==> src/rtl/fetch_pc_unit.sv <==
// Fetch front end: holds the F-stage PC and the F/D pipeline register, and resolves the
// next fetch address from the D-stage control decision (jr, j, taken branch, or sequential).
module fetch_pc_unit #(
    parameter logic [31:0] PC_RESET = 32'h0000_3000,
    parameter logic [31:0] PC_MIN   = 32'h0000_3000,
    parameter logic [31:0] PC_MAX   = 32'h0000_6FFC
) (
    input  logic        clk,
    input  logic        reset,
    input  logic        stall,
    input  logic [31:0] instr_f,
    input  logic        br_d,
    input  logic        br_likely_d,
    input  logic        cmp_out,
    input  logic        j_d,
    input  logic        jr_d,
    input  logic [31:0] rs_d,
    output logic [31:0] pc_f,
    output logic [31:0] npc,
    output logic [31:0] instr_d,
    output logic [31:0] pc_d,
    output logic [31:0] link_d,
    output logic        adel_f
);

    logic [31:0] br_off;
    logic [31:0] br_target;
    logic [31:0] j_target;
    logic [31:0] seq_pc;
    logic        br_taken;
    logic        nullify;

    // Offset is sign-extended to 32 bits first, then scaled to a byte offset.
    assign br_off    = {{14{instr_d[15]}}, instr_d[15:0], 2'b00};
    assign br_target = pc_d + 32'd4 + br_off;
    assign j_target  = {pc_d[31:28], instr_d[25:0], 2'b00};
    assign seq_pc    = pc_f + 32'd4;
    assign br_taken  = br_d & cmp_out;
    assign nullify   = br_d & br_likely_d & ~cmp_out;

    always_comb begin
        npc = seq_pc;
        if (jr_d)
            npc = rs_d;
        else if (j_d)
            npc = j_target;
        else if (br_taken)
            npc = br_target;
    end

    assign link_d = pc_d + 32'd8;

    // Fetch is never blocked by a bad address; the flag travels with the instruction.
    assign adel_f = (pc_f[1:0] != 2'b00) | (pc_f < PC_MIN) | (pc_f > PC_MAX);

    always_ff @(posedge clk or posedge reset) begin
        if (reset) begin
            pc_f    <= PC_RESET;
            instr_d <= 32'h0;
            pc_d    <= PC_RESET;
        end else if (!stall) begin
            pc_f    <= npc;
            pc_d    <= pc_f;
            // A not-taken likely branch squashes its delay slot into a nop.
            instr_d <= nullify ? 32'h0 : instr_f;
        end
    end

endmodule

==> config.mk <==
export PLATFORM = sky130hd
export DESIGN_NAME = fetch_pc_unit
export DESIGN_NICKNAME = d
export VERILOG_FILES = /design/src/rtl/fetch_pc_unit.sv
export SDC_FILE = /design/constraint.sdc
export NUM_CORES = 1
export LEC_CHECK = 0
export BUFFER_PORTS_ARGS = -buffer_cell sky130_fd_sc_hd__buf_2
export CAP_MARGIN = 20
export CELL_PAD_IN_SITES_DETAIL_PLACEMENT = 0
export CELL_PAD_IN_SITES_GLOBAL_PLACEMENT = 1
export CORE_ASPECT_RATIO = 0.6
export CORE_MARGIN = 3
export CORE_UTILIZATION = 25
export CTS_BUF_LIST = sky130_fd_sc_hd__clkbuf_8
export DETAILED_ROUTE_END_ITERATION = 6
export HOLD_SLACK_MARGIN = 0.1
export PLACE_DENSITY = 0.58
export SKIP_LAST_GASP = 1
export SYNTH_ARGS = -nofsm -noshare
export SYNTH_HDL_FRONTEND = slang
export SYNTH_SLANG_ARGS = --single-unit
==> constraint.sdc <==
create_clock -name clk -period 7.9 [get_ports clk]
set_input_delay 0.79 -clock clk [delete_from_list [all_inputs] [get_ports clk]]
set_output_delay 0.79 -clock clk [all_outputs]
set_load 0.03 [all_outputs]
* Word level (Yosys, flattened, before mapping) *
Index checks and enable logic that the tools add are counted.

operators by class
  $add $sub $neg = 4
  $lt $le $gt $ge = 2
  mux-type cells = 4
  bitwise gates (word level) = 6
  reduce and logical (&&, ||, !) cells = 1

operator list
  operator                 count
  $mux W32                 4
  $add A32 B3 Y32 const B  2
  $add A32 B32 Y32         1
  $add A32 B4 Y32 const B  1
  $gt A32 B15 Y1 const B   1
  $lt A32 B14 Y1 const B   1
  $and A1 B1 Y1            3
  $or A1 B1 Y1             2
  $reduce_bool A2 Y1       1
  $not A1 Y1               1

word-level totals
  register bits = 96
  logic and storage cells = 20

* Depth between registers and ports, before layout *
  word-level depth = 5
  depth in mapped cells = 13
  mapped depth without buffers = 13

* Worst setup path after synthesis *
Ideal clock, no wire load.

  path kind = reg2out
  start = register instr_d[15]
  end = output port npc[29]
  data arrival time = 3.666 ns
  required time = 7.110 ns
  slack = 3.444 ns
  stages on the path, launching flop included = 11
  path buffers = 1
  cells stage by stage = dfrtp_1 > ha_1 > ha_1 > clkbuf_1 > a21o_1 > a211o_1 > a311o_1 > o221ai_1 > nor4_1 > o31a_1 > o41ai_2

between the ends
  word-level cells in the longest chain between the ends = 4

ends and longest elaborated chain
  item                      line  text
  start: declaration        20    output logic [31:0] instr_d,
  start signal: assignment  65    instr_d <= nullify ? 32'h0 : instr_f;
  $add A32 B32 Y32          35    assign br_target = pc_d + 32'd4 + br_off;
  $mux W32                  47    else if (br_taken)
  $mux W32                  45    else if (j_d)
  $mux W32                  43    if (jr_d)
  end: declaration          19    output logic [31:0] npc,

Every way passes these cells.

* Final worst setup path *
  start = register pc_d[3]
  end = output port npc[31]

between the ends
  word-level cells in the longest chain between the ends = 5

ends and longest elaborated chain
  item                      line  text
  start: declaration        21    output logic [31:0] pc_d,
  start signal: assignment  63    pc_d <= pc_f;
  $add A32 B3 Y32           35
  $add A32 B32 Y32          35
  $mux W32                  47
  $mux W32                  45
  $mux W32                  43

Every way passes these cells.

==> out/results.tsv <==
metric	value	unit
area taken by flip-flops and latches	2410	um^2
EDFF count, synth	0	
largest cells by area after synthesis	dfrtp_1, ha_1, mux2_2, xnor2_1, nand2_1	
Area growth, synth to finish	23.1	%
type of origin of the critical path	flip-flop	
antenna-violating nets left	0	
worst slew slack as a fraction of its limit	36.3	%
Worst-Margin Slew	947	ps
antenna violations before repair	0	
Hold Slack	366	ps
Arr. time, crit path	4400	ps
CTS tree	done	
maximum VDD drop	81.0	uV
non-filler instance count after layout	1445	
post-synthesis cell count	836	
number of distinct library cell variants in the gate-level netlist after synthesis	65	
IO Pins	233	
most common flop cell mapped by yosys	dfrtp_1	
share of final-layout standard cells stronger than drive strength 1	31.5	%
worst-case setup margin in the final layout	2710	ps
Synth warnings	0	
proportion of synthesized flip-flops having asynchronous set or reset	100	%
min cycle time layout	5190	ps
worst setup slack after placement	3260	ps
clk root buf	clkbuf_8	
most used cells in the layout excluding fill and tap cells	buf_2, dfrtp_1, nand2_1, ha_1, mux2_2	
Resize count post-CTS	0	
Critical Setup Path Class	reg -> out	
number of fill cells in the layout	3164	
sum of internal, switching and leakage power	2.29	mW
Overall Global Routing Usage	20.0	%
cell type group with the largest total delay on the critical path	compound AO/OA/AOI/OAI gates	
Hold Vio Cnt, Final	0	
Critical Path RT	7110	ps
core region area	29200	um^2
per-instance average area after synthesis	9.01	um^2
Initial Util	25.8	%
Starting DRT DRC Count	539	
cell occurring most often along the worst timing path	ha_1	
RSZ-0062 raised after global routing	false	
Die Width	230	um
detailed-placement wirelength estimate	24.7	mm
flip-flop and latch count after synthesis	96	
synthesized netlist net count	968	
first-pass GRT wire length	48.9	mm
floorplan die height	140	um
Final Wtd Congestion	0.868	
number of input and output port buffers inserted	232	
Post-layout nets	1170	
Worst Hold Class	in -> async	
clock sinks	96	
total die area	32300	um^2
Max Clock Freq	0.193	GHz
CP max stage delay	530	ps
number of buffers and inverters on the critical path	1	
CTS Hold Bufs	0	
post-CTS setup repair buffer count	0	
vias in the first global route	7241	
total negative slack for setup checks	0	ps
buffer levels on the longest clock path	2	
Max Cap Viol	0	
number of cells on the worst reg-to-reg path	10	
number of detailed-routing iterations run before antenna repair	5	
total congestion overflow	0	
Post-Syn Area	7530	um^2
critical-path maximum fanout	7	
outcome	complete, no violations	
area share of the largest cell type after synthesis	30.6	%
dpl cells	1427	
FP Rows	48	
DRC violation count after routing	0	
routed wire length	32.4	mm
per-cell routed wire length	22.4	um
Max Slew Vio Count	0	
average vias per placed instance	5.17	
H-Tree Level Count	3	
crit path cell chain	ha_1 -> ha_1 -> fa_1 -> a211oi_1 -> o21a_1 -> a2111oi_2 -> o31a_1 -> o21ai_1 -> mux2_2 -> or4_4 -> nand2_1 -> buf_2	
post-route clock skew	23.9	ps
sequential share of the synthesized area	32.0	%
Leakage Power	4.33	nW
slowest stage cell on the critical path	or4_4	
Final Cycle Share	65.8	%
power density over cell area	248	nW/um^2
number of vias after detailed routing	7473	
logic depth of the worst setup path including buffers	12	
worst skew pair latency	440	ps
most common library cell in the layout ignoring fill and taps	buf_2	
crit end category	output port	
clock transition at the register clock pins on the worst setup and hold paths after CTS	120	ps
maximum number of pins on one net before global-route repair	62	
multi-input combinational cell area	4850	um^2
number of buffers created by CTS	9	
setup-violating endpoint count in the final report	0	
dominant cell type by area after synthesis	dfrtp_1	
[kinds of logic (layout without fill, tap and decap cells)]
group | Yosys count | after routing | share of synthesized area (%)
other cells | 0 | 2 | 0
compound gates | 225 | 225 | 20.7
flops | 96 | 96 | 32.0
simple gates | 247 | 247 | 16.0
fa+ha+maj | 60 | 60 | 10.1
mux | 57 | 57 | 8.44
xor+xnor | 77 | 77 | 8.96
buf+inv | 74 | 281 | 3.84
[power breakdown]
| part | leakage, nW | switching (mW) | internal [mW] |
|---|---|---|---|
| clock | 0.104 | 0.199 | 0.141 |
| sequential | 1.14 | 0.160 | 0.568 |
| combinational | 3.08 | 0.797 | 0.429 |
| total | 4.33 | 1.16 | 1.14 |
[Yosys cell counts, types with 3 or more instances]
library cell,instances
a21oi_1,48
nand3_1,26
a21o_1,14
and3_1,10
xor2_1,29
nor3_1,17
a211oi_1,13
nand4_1,17
o21ai_0,37
nor2_1,49
dfstp_2,4
o21bai_1,5
o21a_1,5
buf_4,3
o211ai_1,6
a2111oi_0,5
and2_1,6
ha_1,59
a22o_1,30
dfrtp_1,92
o31a_1,3
inv_1,21
mux2_2,52
clkbuf_1,47
nand2_1,87
and4_1,9
mux2i_1,5
a2bb2oi_1,3
o221ai_1,4
and3_2,4
o22ai_1,9
a31oi_1,11
o31ai_1,6
nor4_1,11
xnor2_1,48
[worst paths after layout]
kind	startpoint	end	slack (ps)
worst max-delay path	pc_d[3]	npc[31]	2710
worst min-delay path	reset	pc_f[26]	370
worst max register to register	instr_d[15]	pc_f[30]	3880
worst min register to register	instr_d[28]	instr_d[28]	510
max in group asynchronous	reset	pc_f[16]	6250
min in group clk	instr_d[28]	instr_d[28]	510
[routing by layer]
metal,track usage [%],part of all wire (%)
met1,31.1,52
met2,27.7,40
met3,5.18,7.4
met4,3.21,0.86
met5,0,0
[registers in the layout (all words and copies together) (netlist names)]
name and count:
pc_f 32, pc_d 32, instr_d 32
[layout make-up]
class                           count  share of cell area [%]
Inverter                           22                   0.918
Sequential cell                    96                    26.0
Multi-Input combinational cell    666                    52.3
Clock inverter                      7                   0.621
Timing Repair Buffer              243                    13.4
Tap cell                          400                    5.40
Clock buffer                        9                    1.34
Antenna cell                        2                  0.0540
[worst reg2reg max path: cells and delay by family (launching register included)]
family                   cells  cell delay (ps)
AO/OA/AOI/OAI                6             1930
adder cells (fa/ha/maj)      2              740
flip-flops                   1              780
multiplexers                 2              460
[per-stage QoR]
| stage | instance area, um^2 | util (%) |
|---|---|---|
| after CTS | 9270 | 31.7 |
| after global routing | 9270 | 31.7 |
| final | 9270 | 31.8 |
| after floorplan | 7530 | - |
| after global placement | 9080 | 31.1 |
| after detailed placement | 9080 | 31.1 |
No activity file was read; power rests on OpenSTA's default activity.
